[src/rtl/switch_ingress_if.sv]
// Host-side packet word stream with a valid/ready handshake.
// The host drives words (master); the switch ingress accepts them (slave).
interface switch_ingress_if #(
  parameter int W_WIDTH = 8
);
  logic [W_WIDTH-1:0] in_data;
  logic               in_valid;
  logic               in_ready;

  modport master (
    output in_data,
    output in_valid,
    input  in_ready
  );

  modport slave (
    input  in_data,
    input  in_valid,
    output in_ready
  );
endinterface

[src/rtl/switch_ingress.sv]
// Switch ingress: parses DA/SA/LEN/payload packets and broadcasts words.
// Optional trailing parity word check: define SWITCH_INGRESS_PARITY_EN.
module switch_ingress #(
  parameter int NUM_OF_PORTS = 4,
  parameter int W_WIDTH      = 8,
  parameter int TIMEOUT      = 16
) (
  input  logic                    clk,
  input  logic                    rst_n,
  switch_ingress_if.slave         host,
  input  logic [NUM_OF_PORTS-1:0] port_rd_in,
  output logic                    sw_en,
  output logic [W_WIDTH-1:0]      port_data,
  output logic [W_WIDTH-1:0]      port_addr,
  output logic [15:0]             pkt_cnt,
`ifdef SWITCH_INGRESS_PARITY_EN
  output logic                    err_parity,
`endif
  output logic                    err_timeout
);

  localparam int IW = $clog2(TIMEOUT + 1);

`ifdef SWITCH_INGRESS_PARITY_EN
  typedef enum logic [2:0] {
    IDLE, SA, LEN, PAYLOAD, PARITY, ABORT
  } state_t;
`else
  typedef enum logic [2:0] {
    IDLE, SA, LEN, PAYLOAD, ABORT
  } state_t;
`endif

  state_t             state;
  state_t             nxt;
  logic [W_WIDTH-1:0] rem;
  logic [IW-1:0]      idle;
  logic               ready;
  logic               accept;
  logic               len_zero;
  logic               last_pay;
  logic               in_pkt;
  logic               timeout_hit;
  logic               pkt_done;
`ifdef SWITCH_INGRESS_PARITY_EN
  logic [W_WIDTH-1:0] par;
`endif

  // rst_n is active-high here: ready is forced low during reset
  assign ready = (&port_rd_in) && (state != ABORT) && !rst_n;
  assign accept = host.in_valid && ready;
  assign host.in_ready = ready;

  assign len_zero = (host.in_data == '0);
  assign last_pay = (rem == {{(W_WIDTH-1){1'b0}}, 1'b1});

`ifdef SWITCH_INGRESS_PARITY_EN
  assign in_pkt = (state == SA) || (state == LEN) ||
                  (state == PAYLOAD) || (state == PARITY);
`else
  assign in_pkt = (state == SA) || (state == LEN) ||
                  (state == PAYLOAD);
`endif

  assign timeout_hit = in_pkt && !accept &&
                       (idle == IW'(TIMEOUT - 1));

  always_ff @(posedge clk) begin
    if (rst_n) state <= IDLE;
    else       state <= nxt;
  end

  always_comb begin
    nxt      = state;
    pkt_done = 1'b0;
    unique case (state)
      IDLE: if (accept) nxt = SA;
      SA:   if (accept) nxt = LEN;
      LEN: begin
        if (accept) begin
          if (len_zero) begin
`ifdef SWITCH_INGRESS_PARITY_EN
            nxt = PARITY;
`else
            nxt      = IDLE;
            pkt_done = 1'b1;
`endif
          end else begin
            nxt = PAYLOAD;
          end
        end
      end
      PAYLOAD: begin
        if (accept && last_pay) begin
`ifdef SWITCH_INGRESS_PARITY_EN
          nxt = PARITY;
`else
          nxt      = IDLE;
          pkt_done = 1'b1;
`endif
        end
      end
`ifdef SWITCH_INGRESS_PARITY_EN
      PARITY: begin
        if (accept) begin
          nxt      = IDLE;
          pkt_done = 1'b1;
        end
      end
`endif
      ABORT:   nxt = IDLE;
      default: nxt = IDLE;
    endcase
    if (timeout_hit) nxt = ABORT;
  end

  always_ff @(posedge clk) begin
    if (rst_n) begin
      sw_en       <= 1'b0;
      port_data   <= '0;
      port_addr   <= '0;
      pkt_cnt     <= '0;
      err_timeout <= 1'b0;
      rem         <= '0;
      idle        <= '0;
`ifdef SWITCH_INGRESS_PARITY_EN
      par         <= '0;
      err_parity  <= 1'b0;
`endif
    end else begin
      sw_en       <= accept;
      err_timeout <= timeout_hit;
      if (accept) port_data <= host.in_data;
      if (accept && state == IDLE) port_addr <= host.in_data;
      if (accept && state == LEN)
        rem <= host.in_data;
      else if (accept && state == PAYLOAD)
        rem <= rem - 1'b1;
      if (!in_pkt || accept || timeout_hit) idle <= '0;
      else                                  idle <= idle + 1'b1;
      if (pkt_done) pkt_cnt <= pkt_cnt + 16'd1;
`ifdef SWITCH_INGRESS_PARITY_EN
      if (accept)
        par <= (state == IDLE) ? host.in_data
                               : (par ^ host.in_data);
      err_parity <= accept && (state == PARITY) &&
                    (host.in_data != par);
`endif
    end
  end

endmodule

[src/flat_wrapper.sv]
// flat-port wrapper written by rule: the top's interface ports become plain ports
module switch_ingress_flat 
#(
  parameter int NUM_OF_PORTS = 4,
  parameter int W_WIDTH      = 8,
  parameter int TIMEOUT      = 16
)
  (clk, rst_n, port_rd_in, sw_en, port_data, port_addr, pkt_cnt, err_timeout, host_in_data, host_in_valid, host_in_ready);
  switch_ingress_if #(.W_WIDTH(W_WIDTH)) host_i ();
  input  logic clk;
  input  logic rst_n;
  input  logic [NUM_OF_PORTS-1:0] port_rd_in;
  output logic sw_en;
  output logic [W_WIDTH-1:0] port_data;
  output logic [W_WIDTH-1:0] port_addr;
  output logic [15:0] pkt_cnt;
  output logic err_timeout;
  input wire logic [$bits(host_i.in_data)-1:0] host_in_data;
  input wire logic [$bits(host_i.in_valid)-1:0] host_in_valid;
  output wire logic [$bits(host_i.in_ready)-1:0] host_in_ready;
  assign host_i.in_data = host_in_data;
  assign host_i.in_valid = host_in_valid;
  assign host_in_ready = host_i.in_ready;
  switch_ingress #(.NUM_OF_PORTS(NUM_OF_PORTS), .W_WIDTH(W_WIDTH), .TIMEOUT(TIMEOUT)) u_core (.clk(clk), .rst_n(rst_n), .host(host_i), .port_rd_in(port_rd_in), .sw_en(sw_en), .port_data(port_data), .port_addr(port_addr), .pkt_cnt(pkt_cnt), .err_timeout(err_timeout));
endmodule
[config.mk]
export PLATFORM = sky130hd
export DESIGN_NAME = switch_ingress_flat
export DESIGN_NICKNAME = d
export VERILOG_FILES = /design/src/rtl/switch_ingress_if.sv /design/src/rtl/switch_ingress.sv /design/src/flat_wrapper.sv
export SDC_FILE = /design/constraint.sdc
export NUM_CORES = 1
export LEC_CHECK = 0
export ABC_CLOCK_PERIOD_IN_PS = 2300
export CORE_MARGIN = 2
export CORE_UTILIZATION = 45
export DETAILED_ROUTE_END_ITERATION = 7
export PLACE_DENSITY = 0.82
export SLEW_MARGIN = 20
export SYNTH_ARGS = -nofsm -noshare
export SYNTH_HDL_FRONTEND = slang
export SYNTH_SLANG_ARGS = --single-unit
[constraint.sdc]
create_clock -name clk -period 2.3 [get_ports clk]
set_clock_uncertainty 0.1 [all_clocks]
set_input_delay 0.46 -clock clk [delete_from_list [all_inputs] [get_ports clk]]
set_output_delay 0.46 -clock clk [all_outputs]
set_load 0.02 [all_outputs]
==> results by group, run 1 <==
Outcome
  • Outcome: completed

Floorplanning
  • Starting Density: a little under half
  • Die area: 5930 µm²
  • I/O Pins: 50
  • Core Region: ~5100 µm²
  • Die Y: a little under 80 µm
  • FP Rows: 26
  • Die Wd: 77.0 µm

Global route
  • Global-route wire length before repair: 9850 µm
  • Vias in the first global route: 2060
  • Largest net degree at the start of global routing: 34
  • GRT overflow: 0
  • Gr usage total: 20.3%
  • Initial antenna violation count: 0

Worst setup path
  • Reg-to-reg critical path startpoint: u_core.state[0]$_SDFFE_PP0P_
  • Critical Path RT: 2440 ps
  • Worst R2R End: u_core.pkt_cnt[7]$_SDFFE_PP0P_
  • Max stage delay cell, worst path: clkdlybuf4s50_1
  • Worst setup path start: host_in_data[7]
  • Crit end category: flop
  • Critical Path Sink: u_core.pkt_cnt[7]$_SDFFE_PP0P_
  • Max Fanout on Critical Path: 11
  • CP startpoint kind: primary input
  • Worst Reg-to-Reg Cells: 5
  • Worst EP arrival: 2350 ps
  • Critical path class: primary input to flop
  • Delay of the slowest critical-path stage: 470 ps
  • CP cell instances: clkdlybuf4s50_1 > nor4_2 > nand3_1 > buf_4 > a21o_1 > or4_1 > a21oi_1
  • Reg-to-reg slack, setup: 200 ps

Detailed routing
  • WL final: 5850 µm
  • Final antenna-violating net count: 0
  • Wire per inst: 14.3 µm
  • 1st-iter DRT viols: roughly 120
  • Vias post-DR: 2208
  • Pre-antenna DRT Iters: 4
  • Residual DRC: 0
  • Via/cell ratio: 5.39

CTS
  • Post-CTS Setup Repair Bufs: 0
  • CTS tree: yes
  • CTS Root Cell: clkbuf_8
  • Cts-stage hold buffer count: 0
  • CTS H-tree lvls: 2
  • Clk pin slew, worst setup/hold paths: roughly 100 ps
  • CTS Buf Count: 5
  • Worst-Skew Late Latency: 310 ps
  • CTS max path bufs: 2
  • Clock sinks: 50

Logic synthesis
  • Syn Area/Cell: about 9 µm²
  • Post-Syn Nets: 286
  • Cells after Synth: 266
  • Yosys reg bits: 50
  • Top post-synthesis cells by count: dfxtp_1 (50), nor2_1 (40), mux2i_1 (18)
  • Most common cell in the netlist: dfxtp_1
  • Async SR Flop Fraction: 0%
  • Post-synthesis sequential area ratio: 41.7%
  • Dominant synthesized flop cell: dfxtp_1
  • EDFF count, synth: 0
  • Synth top area share: a little over two fifths
  • Area leader, netlist: dfxtp_1
  • Synth top area cells: dfxtp_1 (42%), mux2i_1 (7.5%), nor2_1 (6.3%), xnor2_1 (4.4%), a2111oi_2 (3.8%)
  • Syn Std Cell Area: 2400 µm²
  • Library cells used by synthesis: 46
  • Ys Warns: 0

Worst hold path
  • Min-delay worst type: flop to flop
  • Beginning of the worst hold path: u_core.idle[0]$_SDFF_PP0_

Timing
  • # setup viols final: 0
  • Final hold violations: 0
  • Max frequency: 452 MHz
  • Slew @ Worst Pin: 383 ps
  • Post-layout min period: 2210 ps
  • Final worst slack: 89.1 ps
  • Slew Limit Fails: 0
  • Worst rel slew slack: around three quarters
  • Crit share post-route: 96.1%
  • Hold WS: 361 ps

Power
  • Clock power frac: 39.9%
  • NetSw: 0.000359 W
  • Overall power: 0.00161 W
  • P_int: 0.00125 W
  • Switching Share: between 20 and 25%
  • Static Leak: 1.15 nW
  • Combinational power share: 6.0%
  • Cell Pwr Density: just under 500 nW/µm²
  • Worst VDD drop: approximately 0.34 mV
  • Sequential power share: 54.0%

Final layout
  • Layout Cells excl Fill: 410
  • Util after Layout: 63.9%
  • Fraction of layout cells with a size suffix above 1: 15.0%
  • Area of the multi-input gates: approximately 1300 µm²
  • Final nets: 359
  • Fillers: 446
  • N_diodes: 0
  • Sequential Area: 1000 µm²
  • Layout Area Growth over Synthesis: 36.9%

Placement
  • GPL Wtd Cong: 0.848
  • Placed cell count: 402
  • IO Port Bufs: roughly 50
  • Hpwl dp: 4300 µm
  • Worst slack at placement: -247 ps

Job
  • Max Cap Viol: 0
## worst min-delay path by stage
stage | endpoint | slack, ps | cells past startpoint
after CTS | u_core.idle[0]$_SDFF_PP0_ | 370 | 1
final | u_core.idle[0]$_SDFF_PP0_ | 360 | 1
after detailed placement | u_core.idle[0]$_SDFF_PP0_ | 340 | 1
after global placement | u_core.idle[0]$_SDFF_PP0_ | 330 | 1
after floorplan | u_core.idle[0]$_SDFF_PP0_ | 320 | 1
after global routing | u_core.idle[0]$_SDFF_PP0_ | 380 | 1
## registers in the layout (all words and copies together) (netlist names)
signal,cells
u_core.err_timeout,1
u_core.idle,5
u_core.pkt_cnt,16
u_core.port_addr,8
u_core.port_data,8
u_core.rem,8
u_core.state,3
u_core.sw_en,1
## power by group through the flow
| stage | Sequential, W | Combinational (W) | Clock, W |
|---|---|---|---|
| floorplan | 0.000892 | 0.0000279 | 0 |
| global placement | 0.000889 | 0.0000918 | 0 |
| detailed placement | 0.000889 | 0.0000929 | 0 |
| CTS | 0.000869 | 0.0000933 | 0.000654 |
| global route | 0.000870 | 0.000104 | 0.000688 |
| finish | 0.000869 | 0.0000971 | 0.000642 |
## routing by layer
| metal | global-route usage [%] | up-vias | share of wire, % |
|---|---|---|---|
| met2 | 33.5 | 63 | 49 |
| met1 | 26.5 | 1038 | 45 |
| li1 | - | 1098 | - |
| met3 | 3.88 | 9 | 4.1 |
| met4 | 6.96 | 0 | 1.4 |
| met5 | 0 | - | 0 |
## worst max-delay path, delay by kind of cell
| family | cells | cell delay, ps |
|---|---|---|
| and+or+nand+nor | 3 | 860 |
| buffers and inverters | 2 | 670 |
| AOI/OAI and AO/OA | 2 | 360 |
## placed cells by master (no fill, tap or decap), types with 6 or more instances in the layout
cell type        synthesis  layout
o21ai_0                 12      12
clkdlybuf4s50_1          0      48
nand2_1                 16      16
xnor2_1                 12      12
buf_4                    0      30
a21oi_1                 13      13
a2111oi_2                6       6
nand3_1                  7       7
mux2i_1                 18      18
dfxtp_1                 50      50
nand4_1                  7       7
nor2_1                  40      40
inv_1                   12      12
## kinds of logic after synthesis
family | after synthesis | synth area share [%]
compound gates | 52 | 16.7
xor+xnor | 13 | 4.75
fa+ha+maj | 5 | 2.61
buf+inv | 25 | 4.38
flops | 50 | 41.7
mux | 18 | 7.51
simple gates | 103 | 22.3
## per-stage QoR
step	area, µm²	setup TNS, ps
CTS	3260	0
floorplan	2400	0
global placement	3150	-1840
finish	3280	0
global route	3280	-22.2
detailed placement	3150	-2510
## area by class of cell
type | count | area share [%]
well taps | 70 | 2.67
clock inverters | 3 | 1.45
flip-flops and latches | 50 | 30.5
clock buffers | 5 | 2.10
multi-input cells | 191 | 40.2
inverters | 12 | 1.37
repair buffers | 79 | 21.8
## repair_timing
item                       4_1_cts  5_1_grt
setup endpoints to repair        1        6
cloned                           0        0
hold endpoints to repair         0        0
resized for setup                1        3
Power figures use the tool's default switching activity.
==> run 2: changes to the inputs <==
CORE_UTILIZATION = 35   (was 45)
PLACE_DENSITY = 0.68   (was 0.82)
==> run 2 against run 1 <==
Compared with the run above: final cell count is 3.2% higher; critical endpoint unchanged; non-clock buffer count is 3 higher; first-iteration DRC count is 9.2% lower; via count is 1.3% lower; cell area is 1.1% higher; clock-buffer cell count is 1 higher; clock power is 3.9% lower; global-route usage is 4.9 points lower; maximum frequency is 3.2% lower; hold slack worse by 10 ps; sequential cell count stayed put; largest power group unchanged.
==> results by group, run 2 (synthesis gave the netlist of run 1 again) <==
Power
  • Static Leak: roughly 1.2 nW
  • Overall power: 0.00158 W
  • Worst VDD drop: approximately 0.24 mV
  • Cell Pwr Density: 476 nW/µm²

CTS
  • CTS Buf Count: 5
  • Cts-stage hold buffer count: 0
  • CTS H-tree lvls: 2
  • Clock sinks: 50
  • Clk pin slew, worst setup/hold paths: 90 ps
  • CTS Root Cell: clkbuf_8
  • CTS tree: yes
  • Worst-Skew Late Latency: roughly 300 ps
  • CTS max path bufs: 2
  • Post-CTS Setup Repair Bufs: 0

Worst setup path
  • Max stage delay cell, worst path: clkdlybuf4s50_1
  • Critical path class: primary input to flop
  • CP startpoint kind: primary input
  • Reg-to-reg critical path startpoint: u_core.state[0]$_SDFFE_PP0P_
  • Worst Reg-to-Reg Cells: 5
  • CP cell instances: clkdlybuf4s50_1 > nor4_2 > buf_4 > nand3_1 > buf_6 > a21o_1 > or4_1 > a21oi_1
  • Worst EP arrival: roughly 2400 ps
  • Critical Path RT: approximately 2400 ps
  • Buf/Inv on CP: 3
  • Max Fanout on Critical Path: 11
  • Crit end category: flop
  • Delay of the slowest critical-path stage: 460 ps
  • Worst R2R End: u_core.pkt_cnt[7]$_SDFFE_PP0P_
  • CP top delay family: simple AND/OR/NAND/NOR gates
  • Reg-to-reg slack, setup: 190 ps

Timing
  • Crit share post-route: 99.3%
  • Worst rel slew slack: 74.7%
  • Slew @ Worst Pin: 378 ps
  • Post-layout min period: about 2300 ps
  • # setup viols final: 0
  • Slew Limit Fails: 0
  • Max frequency: 438 MHz
  • Final hold violations: 0

Floorplanning
  • Die Wd: 86.8 µm
  • I/O Pins: 50
  • Die area: ~7500 µm²
  • Starting Density: between 30 and 40%
  • Core Region: 6720 µm²
  • FP Rows: 30
  • Die Y: 86.8 µm

Detailed routing
  • Wire per inst: 13.3 µm
  • WL final: 5620 µm
  • Final antenna-violating net count: 0
  • 1st-iter DRT viols: 108
  • Vias post-DR: 2180
  • Pre-antenna DRT Iters: 4
  • Residual DRC: 0
  • Via/cell ratio: 5.15

Global route
  • Initial antenna violation count: 0
  • Gr usage total: between 10% and 20%
  • Global-route wire length before repair: about 9300 µm
  • GRT overflow: 0
  • Vias in the first global route: 2004
  • Largest net degree at the start of global routing: 35

Placement
  • Placed cell count: 415
  • IO Port Bufs: 49
  • Hpwl dp: 4130 µm
  • GPL Wtd Cong: 0.836

Final layout
  • Layout Area Growth over Synthesis: 38.4%
  • Largest Register: u_core.pkt_cnt
  • Final nets: about 360
  • Max reg flops: 16
  • Fraction of layout cells with a size suffix above 1: 15.5%
  • Fillers: 627
  • Layout Cells excl Fill: 423
  • Commonest non-fill, non-tap cell in the layout: dfxtp_1
  • Most frequent cells in the layout: dfxtp_1 (50), clkdlybuf4s50_1 (48), nor2_1 (40)
  • Util after Layout: 49.4%
  • N_diodes: 0

Worst hold path
  • WHS Endpoint: u_core.idle[0]$_SDFF_PP0_
  • Hold path depth: 1
  • Min-delay worst type: flop to flop
  • Beginning of the worst hold path: u_core.idle[0]$_SDFF_PP0_

Outcome
  • Outcome: completed

Job
  • Max Cap Viol: 0
-- run 2: timing repair --
action,CTS,global route
endpoints found under the setup margin,1,7
pin swaps,0,1
resized for setup,1,4
-- run 2: cell type report --
type	instances	area, µm²	area share, %
multi-input combinational	191	1310	39.5
sequential	50	1000	30.2
timing repair buffer	82	753	22.7
tap	80	100	3.02
clock buffer	6	72.6	2.19
inverter	12	45.0	1.36
clock inverter	2	37.5	1.13
-- run 2: routing by layer --
metal  part of all wire [%]  global-route usage [%]  up-vias
li1                       -                       -     1104
met2                     49                    25.5       45
met5                      0                       0        -
met1                     47                    20.3     1029
met3                    3.3                    3.05        2
met4                   0.68                    4.69        0
-- run 2: how the worst max path moves through the flow --
stage                    startpoint                         endpoint  depth (start not counted)
global route        host_in_data[7]   u_core.pkt_cnt[7]$_SDFFE_PP0P_                          8
floorplan                     rst_n   u_core.pkt_cnt[7]$_SDFFE_PP0P_                          6
CTS                 host_in_data[6]   u_core.pkt_cnt[7]$_SDFFE_PP0P_                          8
detailed placement  host_in_data[6]  u_core.pkt_cnt[15]$_SDFFE_PP0P_                          8
finish              host_in_data[7]   u_core.pkt_cnt[7]$_SDFFE_PP0P_                          8
global placement    host_in_data[7]   u_core.pkt_cnt[7]$_SDFFE_PP0P_                          8
-- run 2: per-stage QoR --
stage,instance area [µm²],setup slack (ps),hold WS [ps],TNS [ps]
floorplan,2400,300,318,0
global placement,3190,-284,329,-2900
detailed placement,3190,-279,343,-2600
CTS,3300,34.4,358,0
global route,3320,-75.8,382,-289
finish,3320,15.9,351,0
-- run 2: power breakdown --
group          switching, W  internal [W]  total [W]  leakage, nW
Combinational     0.0000436     0.0000502  0.0000938        0.704
Sequential       0.00000161      0.000867   0.000869        0.403
Clock              0.000292      0.000325   0.000617       0.0514
Total              0.000337       0.00124    0.00158         1.16
-- run 2: worst register-to-register path, cell delays in order, from the launching register on --
cell,delay [ps]
dfxtp_1,480
nor3b_1,390
nand3_4,270
a21o_1,260
or4_1,390
a21oi_1,150
